`src/rtl/synth_pkg.sv`:
```
// Shared constants and helpers for the four-key tone generator.
// Tuning words are f*2^24/48000 for a 24-bit phase at 48 kHz.
package synth_pkg;

  localparam int N_KEYS    = 4;
  localparam int DAC_MID   = 2048;
  localparam int VOICE_AMP = 511;

  localparam logic [23:0] TUNE_C4 = 24'd91447;
  localparam logic [23:0] TUNE_E4 = 24'd115216;
  localparam logic [23:0] TUNE_G4 = 24'd137019;
  localparam logic [23:0] TUNE_C5 = 24'd182895;

  typedef enum logic [1:0] {
    KEY_C4 = 2'd0,
    KEY_E4 = 2'd1,
    KEY_G4 = 2'd2,
    KEY_C5 = 2'd3
  } key_idx_e;

  function automatic logic [23:0] tune_of(
    input key_idx_e k
  );
    logic [23:0] t;
    t = TUNE_C4;
    case (k)
      KEY_C4:  t = TUNE_C4;
      KEY_E4:  t = TUNE_E4;
      KEY_G4:  t = TUNE_G4;
      KEY_C5:  t = TUNE_C5;
      default: t = TUNE_C4;
    endcase
    return t;
  endfunction

  // Signed contribution of one voice to the mix.
  function automatic int voice_term(
    input logic on,
    input logic msb
  );
    int v;
    v = 0;
    if (on) begin
      v = msb ? -VOICE_AMP : VOICE_AMP;
    end
    return v;
  endfunction

endpackage

```
`src/rtl/key_debounce.sv`:
```
// One key: 2-flop synchronizer followed by a stability counter.
// Output follows the synced key only after it differs for DEBOUNCE_CYC cycles.
module key_debounce
  import synth_pkg::*;
#(
  parameter int DEBOUNCE_CYC = 500_000
) (
  input  logic clk,
  input  logic rst_n,
  input  logic key,
  output logic key_db
);

  localparam int CNT_W = $clog2(DEBOUNCE_CYC) + 1;
  localparam logic [CNT_W-1:0] LAST = CNT_W'(DEBOUNCE_CYC - 1);

  logic [1:0]       sync_ff;
  logic             synced;
  logic [CNT_W-1:0] cnt;

  assign synced = sync_ff[1];

  // Bring the asynchronous switch into the clock domain.
  always_ff @(posedge clk or negedge rst_n) begin
    if (!rst_n) begin
      sync_ff <= 2'b00;
    end else begin
      sync_ff <= {sync_ff[0], key};
    end
  end

  // Accept a new level only after it has been stable long enough.
  always_ff @(posedge clk or negedge rst_n) begin
    if (!rst_n) begin
      cnt    <= '0;
      key_db <= 1'b0;
    end else if (synced == key_db) begin
      cnt <= '0;
    end else if (cnt == LAST) begin
      cnt    <= '0;
      key_db <= synced;
    end else begin
      cnt <= cnt + 1'b1;
    end
  end

endmodule

```
`src/rtl/key_tone_gen.sv`:
```
// Four-key square-wave synth: debounce, phase accumulators, mixer,
// and a valid/ready sample register feeding the DAC serializer.
module key_tone_gen
  import synth_pkg::*;
#(
  parameter int CLK_HZ       = 50_000_000,
  parameter int SAMPLE_HZ    = 48_000,
  parameter int DEBOUNCE_CYC = 500_000,
  parameter int PHASE_W      = 24,
  parameter int SAMPLE_W     = 12
) (
  input  logic                clk,
  input  logic                rst_n,
  input  logic [3:0]          keys,
  output logic [SAMPLE_W-1:0] sample,
  output logic                sample_valid,
  input  logic                sample_ready,
  output logic [3:0]          keys_db,
  output logic                overrun
);

  localparam int DIV   = CLK_HZ / SAMPLE_HZ;
  localparam int TCK_W = $clog2(DIV);
  localparam logic [TCK_W-1:0] TCK_LAST = TCK_W'(DIV - 1);
  localparam logic [SAMPLE_W-1:0] MID = SAMPLE_W'(DAC_MID);

  logic [1:0]          rst_ff;
  logic                rst_sync_n;
  logic [TCK_W-1:0]    tck_cnt;
  logic                tick;
  logic [PHASE_W-1:0]  phase [N_KEYS];
  logic                mix_pend;
  logic [SAMPLE_W-1:0] mix;

  // Assert asynchronously, release on a clean edge.
  always_ff @(posedge clk or negedge rst_n) begin
    if (!rst_n) begin
      rst_ff <= 2'b00;
    end else begin
      rst_ff <= {rst_ff[0], 1'b1};
    end
  end

  assign rst_sync_n = rst_ff[1];

  for (genvar k = 0; k < N_KEYS; k++) begin : g_key
    key_debounce #(
      .DEBOUNCE_CYC(DEBOUNCE_CYC)
    ) u_db (
      .clk    (clk),
      .rst_n  (rst_sync_n),
      .key    (keys[k]),
      .key_db (keys_db[k])
    );
  end

  assign tick = (tck_cnt == TCK_LAST);

  // Sample-rate divider.
  always_ff @(posedge clk or negedge rst_sync_n) begin
    if (!rst_sync_n) begin
      tck_cnt <= '0;
    end else if (tick) begin
      tck_cnt <= '0;
    end else begin
      tck_cnt <= tck_cnt + 1'b1;
    end
  end

  // Advance held voices; released voices park at phase 0.
  always_ff @(posedge clk or negedge rst_sync_n) begin
    if (!rst_sync_n) begin
      for (int k = 0; k < N_KEYS; k++) begin
        phase[k] <= '0;
      end
      mix_pend <= 1'b0;
    end else begin
      mix_pend <= tick;
      if (tick) begin
        for (int k = 0; k < N_KEYS; k++) begin
          if (keys_db[k]) begin
            phase[k] <= phase[k]
              + PHASE_W'(tune_of(key_idx_e'(k)));
          end else begin
            phase[k] <= '0;
          end
        end
      end
    end
  end

  // Sum of active voices around mid-scale; range never wraps.
  always_comb begin
    mix = MID;
    for (int k = 0; k < N_KEYS; k++) begin
      mix = mix + SAMPLE_W'(voice_term(
        keys_db[k], phase[k][PHASE_W-1]));
    end
  end

  // Output holding register; a sample that cannot be
  // accepted is dropped and flagged.
  always_ff @(posedge clk or negedge rst_sync_n) begin
    if (!rst_sync_n) begin
      sample       <= MID;
      sample_valid <= 1'b0;
      overrun      <= 1'b0;
    end else if (mix_pend) begin
      if (!sample_valid || sample_ready) begin
        sample       <= mix;
        sample_valid <= 1'b1;
      end else begin
        overrun <= 1'b1;
      end
    end else if (sample_valid && sample_ready) begin
      sample_valid <= 1'b0;
    end
  end

endmodule

```
`config.mk`:
```
export PLATFORM = sky130hd
export DESIGN_NAME = key_tone_gen
export DESIGN_NICKNAME = d
export VERILOG_FILES = /design/src/rtl/synth_pkg.sv /design/src/rtl/key_debounce.sv /design/src/rtl/key_tone_gen.sv
export SDC_FILE = /design/constraint.sdc
export NUM_CORES = 1
export LEC_CHECK = 0
export BUFFER_PORTS_ARGS = -buffer_cell sky130_fd_sc_hd__buf_4
export CORE_MARGIN = 5
export CORE_UTILIZATION = 63
export CTS_CLUSTER_SIZE = 14
export DETAILED_ROUTE_END_ITERATION = 16
export MAX_ROUTING_LAYER = met4
export PLACE_DENSITY = 0.83
export SLEW_MARGIN = 30
export SYNTH_ARGS = -nofsm -noshare
export SYNTH_HDL_FRONTEND = slang
export SYNTH_SLANG_ARGS = --single-unit
```
`constraint.sdc`:
```
create_clock -name clk -period 6.9 [get_ports clk]
set_input_delay 0.345 -clock clk [delete_from_list [all_inputs] [get_ports clk]]
set_output_delay 0.345 -clock clk [all_outputs]
set_load 0.02 [all_outputs]
```
# Word level (Yosys, flattened, before mapping)
# Cells that the tools add are included.
[op_classes]
eq_ne = 10
n_bitwise = 5
add_sub_neg = 13
muxes = 32
n_reduce_logical = 11
[op_table]
columns = ["cell", "n"]
rows = [
  ["24-bit 2-to-1 mux", 12],
  ["20-bit 2-to-1 mux", 8],
  ["24-bit adder", 4],
  ["12-bit 2-to-1 mux", 8],
  ["20-bit by 1-bit adder with 20-bit output, second input constant", 4],
  ["20-bit by 19-bit equality test with 1-bit output, second input constant", 4],
  ["12-bit adder", 3],
  ["2-bit AND reduction", 7],
  ["12-bit adder, first input constant", 1],
  ["11-bit by 1-bit adder with 11-bit output, second input constant", 1],
  ["11-bit equality test, second input constant", 1],
  ["11-bit 2-to-1 mux", 1],
  ["1-bit NOT", 5],
  ["1-bit equality test", 4],
  ["1-bit 2-to-1 mux", 3],
  ["2-bit by 1-bit != test with 1-bit output, second input constant", 1],
  ["2-bit nonzero test", 1],
  ["1-bit logical AND", 1],
  ["1-bit zero test", 1],
  ["1-bit logical OR", 1],
]
[totals]
output_inout_bits = 18
ff_bits = 216
wordCells = 93
in_bits = 7

# Logic depth before layout (Yosys ltp)
# Gate-level depths: netlist of the first run.
[logic_depth]
ltp_word = 6
ltp_mapped = 14
mapped_depth_nobuf = 13

# Modules after synthesis
# From an unflattened synthesis of the first run, not the netlist that was laid out.
[hier_totals]
cells_unflattened = 1231
hier_area_um2 = 11746.3
[by_module_without_submodules]
columns = ["mod", "cells_each", "area_each_um2", "instances", "seq_area_each_um2"]
rows = [
  ["key_tone_gen", 795, 7181.9, 1, 3004.1],
  ["key_debounce", 109, 1141.1, 4, 575.6],
]

# Worst setup path after synthesis of the first run
# Ideal clock, no wire load.
[synth_path]
kind = "register to register"
startpoint = "register g_key[1].u_db.key_db"
endpoint = "register sample[10]"
setup_slack_ps = 3409
t_required_ps = 6766
setup_ps = 134
stages_incl_launch_ff = 13
synth_period_minus_slack_ps = 3491
arrival_time_ps = 3357
n_path_buf = 1
path_cell_list = "dfrtp_1 clkbuf_1 nand2b_1 fa_1 fa_1 ha_1 fa_1 ha_1 inv_1 o21ai_0 a21oi_1 xor2_1 o21ai_0"
[synth_between]
elab_chain_cells = 4
[synth_rtl]
columns = ["element", "line_no", "text"]
rows = [
  ["from (decl)", "key_debounce.sv:11", "output logic key_db"],
  ["from (signal assigned)", "key_debounce.sv:41", "key_db <= synced;"],
  ["12-bit 2-to-1 mux", "synth_pkg.sv:43", "if (on) begin"],
  ["12-bit adder (3 in a row)", "key_tone_gen.sv:96", "mix = mix + SAMPLE_W'(voice_term("],
  ["to (signal assigned)", "key_tone_gen.sv:110", "sample <= mix;"],
  ["to (decl)", "key_tone_gen.sv:15", "output logic [SAMPLE_W-1:0] sample,"],
]
# No other way between the ends.
# A chain may end at the register's enable or synchronous reset.

# Final worst setup path of the first run
[layout_path]
startpoint = "register g_key[2].u_db.key_db"
endpoint = "register sample[10]"
[layout_between]
elab_chain_cells = 3
[layout_rtl]
columns = ["element", "line_no"]
rows = [
  ["from (decl)", "key_debounce.sv:11"],
  ["from (signal assigned)", "key_debounce.sv:41"],
  ["12-bit 2-to-1 mux", "synth_pkg.sv:43"],
  ["12-bit adder (2 in a row)", "key_tone_gen.sv:96"],
]
# No other way between the ends.

==> flow_metrics.env, run 1 <==
export IMPL_synthCells=1212
export IMPL_rsz0062_at_grt="false"
export IMPL_switchingPower_uw=527
export IMPL_ff_latch_area_sq_um=5310
export IMPL_p_sw_share_pct=20.4
export IMPL_finalWorstSetupSlack_ns=3.19
export IMPL_final_util_pct=70.8
export IMPL_cts_sinks=212
export IMPL_grt_pass1_vias=8340
export IMPL_hold_violations=0
export IMPL_clk_path_buf_depth=3
export IMPL_powerDensity_nw_per_um2=211
export IMPL_yosys_area_top_type="dfrtp_1"
export IMPL_synth_compound_area_share_pct=13.2
export IMPL_synth_avg_cell_area_sq_um=9.16
export IMPL_worst_pin_slew_ns=0.794
export IMPL_crit_path_max_fanout=15
export IMPL_end_kind="register"
export IMPL_start_kind="register"
export IMPL_grt_overflow=0
export IMPL_slowest_delay_ns=0.67
export IMPL_ys_ff_latch=212
export IMPL_cts_buffers=23
export IMPL_clock_latency_ns=0.51
export IMPL_core_area_sq_um=17300
export IMPL_synth_mux_area_fraction_pct=1.63
export IMPL_drc=0
export IMPL_antenna_left=0
export IMPL_synth_xor_area_share_pct=7.18
export IMPL_wl_mm=20.7
export IMPL_worstPathCellList="nand2b_1, fa_1, inv_1, fa_1, ha_1, ha_1, fa_1, ha_1, inv_1, o21ai_0, a21oi_1, xor2_1, o21ai_0"
export IMPL_hp_class="input port to async pin"
export IMPL_wl_per_cell_um=14.2
export IMPL_cp_num_buf_inv=2
export IMPL_htreeDepth=1
export IMPL_worstPathArrival_ns=4.09
export IMPL_pre_cts_ws_ns=3.20
export IMPL_synth_area_sq_um=11100
export IMPL_max_cap_violations=0
export IMPL_setup_viol=0
export IMPL_multi_input_area_sq_um=5400
export IMPL_report_final_slew_viol_count=0
export IMPL_drt_iter0_markers=556
export IMPL_post_route_min_period_ns=3.71
export IMPL_drive_above_1_share_pct=7.13
export IMPL_die_w_um=143
export IMPL_grt_antenna_before_repair=0
export IMPL_start_util_pct=64.2
export IMPL_maxSlewHeadroom_pct=47.1
export IMPL_grt_max_degree=85
export IMPL_fmax_ghz=0.269
export IMPL_ys_seq_area_share_pct=47.8
export IMPL_p_int_mw=2.06
export IMPL_cts_hold_buf=5
export IMPL_whs_ns=0.166
export IMPL_die_h_um=143
export IMPL_grt_pass1_wl_mm=36.8
export IMPL_syn_nets=1249
export IMPL_synth_edff_count=0
export IMPL_fin_skew_ns=0.00610
export IMPL_ys_warn_count=0
export IMPL_synth_flop_cell="dfrtp_1"
export IMPL_postCtsResizedCells=0
export IMPL_root_buffer="clkbuf_16"
export IMPL_worst_path_max_delay_cell="dfrtp_1"
export IMPL_p_leak_nw=5.46
export IMPL_p_comb_share_pct=1.9
export IMPL_tritoncts="done"
export IMPL_hpwl_mm=13.2
export IMPL_cp_data_required_time_ns=7.28
export IMPL_fill_cells=1297
export IMPL_power_mw=2.59
export IMPL_synth_simple_area_share_pct=22.6
export IMPL_synth_top_family_by_area="simple AND/OR/NAND/NOR gates"
export IMPL_final_cell_mix="210 x dfrtp_1, 159 x nand2_1, 134 x nor2_1"
export IMPL_dieArea_sq_um=20400
export IMPL_sequentialPowerShare_pct=48.8
export IMPL_async_flop_share_pct=100
export IMPL_io_buffers=24
export IMPL_fin_setup_tns_ns=0
export IMPL_final_common_cell="dfrtp_1"
export IMPL_ir_worst_vdd_v=0.000225
export IMPL_cpLargestDelayFamily="adder cells"
export IMPL_yosysUniqueCellTypes=68
export IMPL_synth_top_area_share_pct=47.5
export IMPL_place_gp_congestion=0.857
export IMPL_rrSetupSlack_ns=3.19
export IMPL_synth_area_leaders="dfrtp_1 48%, nand2_1 5.4%, nor2_1 4.5%"
export IMPL_viasPerCell=5.83
export IMPL_period_share_pct=53.8
export IMPL_post_cts_buffers=0
export IMPL_groute_usage_overall_pct=21.6
export IMPL_dr_pass1_iters=5
export IMPL_antenna_cells=0
export IMPL_path_class="register to register"
export IMPL_outcome="completed"
export IMPL_vias=8505
export IMPL_syn_to_final_growth_pct=10.2
export IMPL_finalNetCount=1254
export IMPL_clkPwrFrac_pct=49.3
export IMPL_num_io_pins=25
export IMPL_cts_clk_slew_worst_paths_ns=0.06
export IMPL_synthAdderAreaFrac_pct=3.99
export IMPL_rows=48
-- per-layer routing --
metal	vias to the layer above	global-route usage [%]	share of wire (%)	wire, um
met1	4112	27.8	47	9690
li1	4251	-	-	-
met3	38	3.18	2.9	607
met4	0	5.15	1.8	371
met5	-	-	0	0
met2	104	36.4	48	9990
-- cell type report --
type | count | share of cell area (%)
Clock buffer | 35 | 5.56
Clock inverter | 7 | 0.951
Inverter | 40 | 1.23
Multi-Input combinational cell | 905 | 44.1
Sequential cell | 212 | 43.4
Tap cell | 225 | 2.30
Timing Repair Buffer | 35 | 2.44
-- logic make-up after synthesis --
| kind of cell | Yosys count |
|---|---|
| buffers and inverters | 95 |
| adders and majority gates | 30 |
| other | 1 |
| AOI/OAI and AO/OA | 234 |
| xor gates and xnor gates | 91 |
| DFF | 212 |
| muxes | 18 |
| and+or+nand+nor | 531 |
-- registers in the layout, summed over array words and instances (netlist names) --
register            cells
tck_cnt                11
mix_pend                1
g_key.u_db.sync_ff      8
overrun                 1
sample                 12
g_key.u_db.cnt         80
rst_ff                  2
g_key.u_db.key_db       4
sample_valid            1
phase                  92
-- stage by stage --
stage / cell area (sq um) / instances
2_1_floorplan: 11100 / 1212
3_3_place_gp: 11400 / 1411
3_5_place_dp: 11400 / 1411
4_1_cts: 12200 / 1458
5_1_grt: 12200 / 1459
6_report: 12200 / 1459
-- Yosys cell counts (all sizes together), types with 3 or more instances --
cell type	instances
and3	20
buf	27
a31oi	12
nor2b	4
nand2	159
ha	21
xnor2	42
o211ai	5
clkbuf	28
o22ai	6
o31ai	7
and4	7
and2	9
nor3	46
nor4	5
mux2i	17
inv	40
a22o	11
o21a	5
nand3	70
fa	9
or3	13
a21oi	52
a211oi	11
or4	11
nand2b	10
o311ai	3
dfrtp	211
nand4	23
a31o	5
nor4b	7
or2	8
nor2	134
xor2	49
o21ai	94
a21o	6
-- power by group through the flow --
stage	Combinational, mW	Clock [mW]	Sequential [mW]
floorplan	0.0183	0	1.30
detailed placement	0.0408	0	1.29
CTS	0.0431	1.30	1.27
finish	0.0485	1.27	1.26
global route	0.0580	1.35	1.26
global placement	0.0401	0	1.29
-- path summary, 6_finish.rpt --
| path | startpoint | endpoint | cells after the start |
|---|---|---|---|
| max | g_key[2].u_db.key_db | sample[10] | 13 |
| min | rst_n | rst_ff[1] | 2 |
| max reg2reg | g_key[2].u_db.key_db | sample[10] | 13 |
| min reg2reg | rst_ff[1] | g_key[0].u_db.cnt[17] | 0 |
| max in group asynchronous | rst_ff[1] | tck_cnt[5] | 2 |
| min in group clk | sample_ready | sample_valid | 3 |
-- worst reg2reg max path: stages (launching register included) --
cell and delay (ns):
dfrtp_1 0.67, nand2b_1 0.18, fa_1 0.56, inv_1 0.07, fa_1 0.51, ha_1 0.24
ha_1 0.21, fa_1 0.38, ha_1 0.20, inv_1 0.07, o21ai_0 0.08, a21oi_1 0.17
xor2_1 0.15, o21ai_0 0.09
Note: power is estimated with default switching activity, not from simulation.
==> run 2: changes to the inputs <==
CORE_UTILIZATION = 57   (was 63)
PLACE_DENSITY = 0.79   (was 0.83)
clock period = 3.2 ns   (was 6.9 ns; I/O delays follow)
==> run 2 against run 1 <==
First-iteration DRC count fell by 0.54%. Global-route usage fell by 0.64 points. Cell count rose by 3.8%. Design area rose by 2.1%. Total power rose by 110%. Die area rose by 9.8%. Register-to-register slack got worse by 3.2 ns. Critical path depth fell by 1.
==> flow_metrics.env, run 2 (synthesized netlist as in run 1, its figures left out) <==
export IMPL_outcome="completed"
export IMPL_path_class="register to register"
export IMPL_worst_pin_slew_ns=0.691
export IMPL_cts_sinks=212
export IMPL_final_util_pct=64.6
export IMPL_critPathLaunch="phase[47]"
export IMPL_end_kind="register"
export IMPL_ir_worst_vdd_v=0.000450
export IMPL_ff_latch_area_sq_um=5310
export IMPL_rsz0062_at_grt="true"
export IMPL_worst_path_max_delay_cell="fa_1"
export IMPL_rows=51
export IMPL_multi_input_area_sq_um=5510
export IMPL_groute_usage_overall_pct=20.9
export IMPL_die_h_um=150
export IMPL_drc=0
export IMPL_top_regs="phase: 92 flops, g_key.u_db.cnt: 80 flops, sample: 12 flops"
export IMPL_io_buffers=24
export IMPL_antenna_left=0
export IMPL_clock_latency_ns=0.53
export IMPL_report_final_slew_viol_count=0
export IMPL_tritoncts="done"
export IMPL_clk_path_buf_depth=3
export IMPL_final_common_cell="dfrtp_1"
export IMPL_start_kind="register"
export IMPL_regMostFlops="phase"
export IMPL_slowest_delay_ns=0.56
export IMPL_htreeDepth=1
export IMPL_grt_antenna_before_repair=0
export IMPL_hold_violations=0
export IMPL_grt_max_degree=73
export IMPL_hp_start="keys[2]"
export IMPL_grt_pass1_wl_mm=38.8
export IMPL_hpwl_mm=14.3
export IMPL_largest_reg_flops=92
export IMPL_grt_overflow=0
export IMPL_p_leak_nw=5.53
export IMPL_whs_ns=0.286
export IMPL_period_share_pct=99.7
export IMPL_worstPathArrival_ns=3.57
export IMPL_start_util_pct=57.4
export IMPL_setup_viol=0
export IMPL_finalNetCount=1271
export IMPL_crit_path_max_fanout=4
export IMPL_num_io_pins=25
export IMPL_viasPerCell=5.71
export IMPL_post_route_min_period_ns=3.19
export IMPL_wl_mm=22.0
export IMPL_drive_above_1_share_pct=9.84
export IMPL_root_buffer="clkbuf_16"
export IMPL_r2r_start="phase[47]"
export IMPL_grt_pass1_vias=8522
export IMPL_cp_data_required_time_ns=3.58
export IMPL_wl_per_cell_um=14.5
export IMPL_vias=8644
export IMPL_design_area_sq_um=12500
export IMPL_cts_clk_slew_worst_paths_ns=0.06
export IMPL_max_cap_violations=0
export IMPL_fmax_ghz=0.313
export IMPL_maxSlewHeadroom_pct=53.2
export IMPL_fin_skew_ns=0.0283
export IMPL_hp_class="input port to register"
export IMPL_dpl_cell_area_sq_um=11600
export IMPL_syn_to_final_growth_pct=12.6
export IMPL_cts_buffers=24
export IMPL_final_cell_mix="210 x dfrtp_1, 159 x nand2_1, 133 x nor2_1"
export IMPL_fill_cells=1563
export IMPL_core_area_sq_um=19300
export IMPL_dieArea_sq_um=22400
export IMPL_die_w_um=150
export IMPL_power_mw=5.44
export IMPL_dr_pass1_iters=7
export IMPL_worstPathCellList="nand2b_4, fa_1, fa_2, xnor2_2, ha_4, fa_2, ha_4, inv_2, o21ai_2, a21oi_2, xor2_1, o21ai_1"
export IMPL_antenna_cells=0
export IMPL_powerDensity_nw_per_um2=435
export IMPL_place_gp_congestion=0.816
export IMPL_drt_iter0_markers=553
==> run 2: cell types whose count changed in the layout (fill, tap and decap cells not counted), sizes merged <==
| cell | delta |
|---|---|
| buf | +14 |
| bufinv | -3 |
| clkbuf | -1 |
| clkinv | +4 |
| clkinvlp | +1 |
| dlygate4sd3 | +2 |
| inv | -1 |
==> run 2: power by group <==
part | internal [mW] | total (mW) | switching [mW]
clock network | 1.52 | 2.61 | 1.09
registers | 2.70 | 2.73 | 0.0258
logic | 0.0325 | 0.103 | 0.0706
total | 4.25 | 5.44 | 1.18
==> run 2: timing repair <==
action	in CTS	in global routing
gates cloned	0	0
endpoints found under the hold margin	8	0
hold buffers	7	0
pin swaps	11	11
resized for setup	8	9
setup endpoints to repair	2	6
buffers inserted	2	0
==> run 2: area by class of cell <==
class | instances | area share (%)
Clock inverter | 8 | 0.480
Inverter | 40 | 1.20
Timing Repair Buffer | 51 | 3.50
Tap cell | 265 | 2.65
Sequential cell | 212 | 42.5
Multi-Input combinational cell | 905 | 44.1
Clock buffer | 34 | 5.59
==> run 2: worst paths after layout <==
path	end	slack, ns	depth (start not counted)
min reg2reg	phase[18]	0.32	0
max in group asynchronous	sample[11]	1.95	1
min	g_key[2].u_db.sync_ff[0]	0.29	2
min in group asynchronous	phase[18]	0.32	0
max reg2reg	sample[10]	0.009	12
max	sample[10]	0.009	12
==> run 2: layer usage <==
metal | GRT usage [%] | share of wire [%] | up-vias
li1 | - | - | 4270
met1 | 27.3 | 46 | 4170
met2 | 34.7 | 48 | 160
met3 | 2.91 | 3.8 | 44
met4 | 5.90 | 2.4 | 0
met5 | - | 0 | -
==> run 2: worst max-delay path: cells and delay by family (launching register included) <==
family	cells	cell delay, ns
AOI/OAI and AO/OA	3	0.27
buffers and inverters	1	0.06
DFF	1	0.40
adders and majority gates	5	1.80
xor gates and xnor gates	2	0.35
and+or+nand+nor	1	0.16
==> run 2: per-stage QoR <==
stage	setup slack, ns	setup TNS (ns)	cells
after detailed placement	-0.0809	-0.115	1464
after global routing	-0.105	-0.210	1515
after CTS	-0.0155	-0.0279	1515
final	0.00853	0	1515
after floorplan	0.0282	0	1212
after global placement	0.0229	0	1464
==> run 3: changes to the inputs <==
ABC_AREA = 1   (was default)
CELL_PAD_IN_SITES_DETAIL_PLACEMENT = 1   (was default)
CELL_PAD_IN_SITES_GLOBAL_PLACEMENT = 2   (was default)
CORE_UTILIZATION = 34   (was 57)
PLACE_DENSITY = 0.8   (was 0.79)
==> run 3 against run 2 <==
The run now ends with setup timing left. Synthesized cell count increased by 40%. Cell count increased by 47%. Critical path depth increased by 2. Sequential power about the same. Design area increased by 15%. Count of clock-buffer cells in the layout increased by 8. Non-clock buffer count decreased by 3. First-iteration DRC count decreased by 28%.
==> flow_metrics.env, run 3 <==
export IMPL_outcome="complete, but fails checks"
export IMPL_violations="setup timing"
export IMPL_yosys_area_top_type="dfrtp_1"
export IMPL_ys_seq_area_share_pct=42.7
export IMPL_place_gp_congestion=0.809
export IMPL_final_common_cell="nand2_1"
export IMPL_cp_data_required_time_ns=3.63
export IMPL_hp_class="input port to register"
export IMPL_dr_pass1_iters=6
export IMPL_core_area_sq_um=36300
export IMPL_max_cap_violations=0
export IMPL_worst_path_max_delay_cell="fa_2"
export IMPL_grt_overflow=0
export IMPL_fin_skew_ns=0.0138
export IMPL_placed_cells=2173
export IMPL_num_io_pins=25
export IMPL_die_w_um=201
export IMPL_htreeDepth=1
export IMPL_vias=11100
export IMPL_hpwl_mm=23.8
export IMPL_ir_worst_vdd_v=0.000356
export IMPL_finalWorstSetupSlack_ns=-0.0689
export IMPL_wl_mm=33.2
export IMPL_start_kind="register"
export IMPL_wl_met3_mm=1.03
export IMPL_synth_area_sq_um=12400
export IMPL_finalNetCount=1781
export IMPL_grt_antenna_before_repair=0
export IMPL_wl_per_cell_um=14.9
export IMPL_async_flop_share_pct=100
export IMPL_grt_pass1_wl_mm=56.9
export IMPL_ys_warn_count=0
export IMPL_syn_nets=1731
export IMPL_viasPerCell=4.95
export IMPL_die_h_um=201
export IMPL_root_buffer="clkbuf_16"
export IMPL_synthMostInstantiatedCell="nand2_1"
export IMPL_grt_pass1_vias=11600
export IMPL_drc=0
export IMPL_cts_sinks=212
export IMPL_end_kind="register"
export IMPL_path_class="register to register"
export IMPL_clk_path_buf_depth=3
export IMPL_largest_reg_flops=92
export IMPL_yosysUniqueCellTypes=46
export IMPL_rrSetupSlack_ns=-0.07
export IMPL_synth_top_area_share_pct=42.5
export IMPL_clock_latency_ns=0.56
export IMPL_grt_max_degree=80
export IMPL_hold_violations=0
export IMPL_dpl_cell_area_sq_um=13200
export IMPL_antenna_left=0
export IMPL_slowest_delay_ns=0.60
export IMPL_met2_length_mm=15.5
export IMPL_report_final_slew_viol_count=0
export IMPL_post_route_min_period_ns=3.27
export IMPL_fin_setup_tns_ns=-0.0689
export IMPL_groute_usage_overall_pct=16.8
export IMPL_p_leak_nw=6.78
export IMPL_cpLargestDelayFamily="adder cells"
export IMPL_setup_viol=1
export IMPL_synth_edff_count=0
export IMPL_regMostFlops="phase"
export IMPL_stdcell_count=2233
export IMPL_rsz0062_at_grt="true"
export IMPL_synthTopCellsByCount="415 x nand2_1, 267 x nor2_1, 222 x inv_1"
export IMPL_worstPathCellList="or2_4, fa_2, inv_2, fa_2, ha_4, ha_4, fa_2, ha_4, inv_2, nand2_4, a31oi_4, nand2_1, nand3_2, nand2_1"
export IMPL_antenna_cells=0
export IMPL_maxSlewHeadroom_pct=53.8
export IMPL_rows=70
export IMPL_met1_length_mm=16.1
export IMPL_worstPathArrival_ns=3.70
export IMPL_start_util_pct=34.2
export IMPL_cts_clk_slew_worst_paths_ns=0.06
export IMPL_worst_pin_slew_ns=0.691
export IMPL_drive_above_1_share_pct=7.99
export IMPL_cp_num_buf_inv=2
export IMPL_synth_avg_cell_area_sq_um=7.33
export IMPL_crit_path_max_fanout=2
export IMPL_synth_flop_cell="dfrtp_1"
export IMPL_fmax_ghz=0.306
export IMPL_dieArea_sq_um=40500
export IMPL_powerDensity_nw_per_um2=417
export IMPL_period_share_pct=102
export IMPL_drt_iter0_markers=398
export IMPL_synthCells=1694
export IMPL_design_area_sq_um=14300
export IMPL_power_mw=5.98
export IMPL_io_buffers=24
export IMPL_syn_to_final_growth_pct=15.3
export IMPL_tritoncts="done"
export IMPL_synth_area_leaders="dfrtp_1 42%, nand2_1 13%, nor2_1 8.1%"
export IMPL_fill_cells=4540
export IMPL_routed_top_layer="met4"
export IMPL_ys_ff_latch=212
export IMPL_cts_buffers=28
export IMPL_whs_ns=0.248
export IMPL_final_cell_mix="414 x nand2_1, 266 x nor2_1, 220 x inv_1"
export IMPL_top_regs="phase: 92 flops, g_key.u_db.cnt: 80 flops, sample: 12 flops"
## run 3: layout make-up
class | instances | area [sq um] | share of cell area, %
multi-input cells | 1227 | 6250 | 43.6
clock inverters | 9 | 111 | 0.777
repair buffers | 48 | 415 | 2.90
well taps | 468 | 586 | 4.09
flip-flops and latches | 212 | 5310 | 37.1
clock buffers | 42 | 803 | 5.61
inverters | 227 | 852 | 5.95
## run 3: final timing paths
| path | start | endpoint | cells after the start |
|---|---|---|---|
| max in group asynchronous | rst_ff[1] | phase[56] | 1 |
| hold reg to reg | rst_ff[1] | g_key[0].u_db.cnt[13] | 0 |
| setup / recovery | phase[71] | sample[10] | 14 |
| min in group asynchronous | rst_ff[1] | g_key[0].u_db.cnt[13] | 0 |
| setup reg to reg | phase[71] | sample[10] | 14 |
| hold / removal | keys[1] | g_key[1].u_db.sync_ff[0] | 2 |
## run 3: cells by family after synthesis
logic type | Yosys count | share of synthesized area [%]
compound gates | 177 | 7.61
flops | 212 | 42.7
other cells | 1 | 0.0302
simple gates | 959 | 33.4
fa+ha+maj | 30 | 3.56
xor+xnor | 59 | 4.16
buf+inv | 255 | 8.43
mux | 1 | 0.0806
## run 3: timing repair
action | CTS | global route
hold endpoints to repair | 8 | 0
pin swaps | 0 | 9
gates resized for setup | 0 | 18
cloned | 0 | 0
setup endpoints to repair | 2 | 5
hold buffers | 7 | 0
buffers inserted | 2 | 0
## run 3: per-stage QoR
stage	setup slack, ns	utilization (%)
after floorplan	-0.0522	-
after global placement	-0.00596	36.4
after detailed placement	-0.0676	36.4
after CTS	-0.105	39.1
after global routing	-0.159	39.4
final	-0.0689	39.4
## run 3: power breakdown
part	switching [mW]	total, mW	internal, mW
clock	1.26	3.14	1.89
sequential	0.0227	2.72	2.70
combinational	0.0814	0.111	0.0296
## run 3: metal layers
| layer | global-route usage [%] | vias to the layer above |
|---|---|---|
| met5 | - | - |
| met4 | 3.10 | 0 |
| met3 | 2.82 | 37 |
| met2 | 27.5 | 87 |
| met1 | 22.4 | 5400 |
| li1 | - | 5529 |
## run 3: worst register-to-register path: stages, from the launching register on
cell     delay (ns)
dfrtp_1        0.37
or2_4          0.25
fa_2           0.60
inv_2          0.05
fa_2           0.49
ha_4           0.18
ha_4           0.16
fa_2           0.36
ha_4           0.17
inv_2          0.06
nand2_4        0.06
a31oi_4        0.17
nand2_1        0.08
nand3_2        0.08
nand2_1        0.07
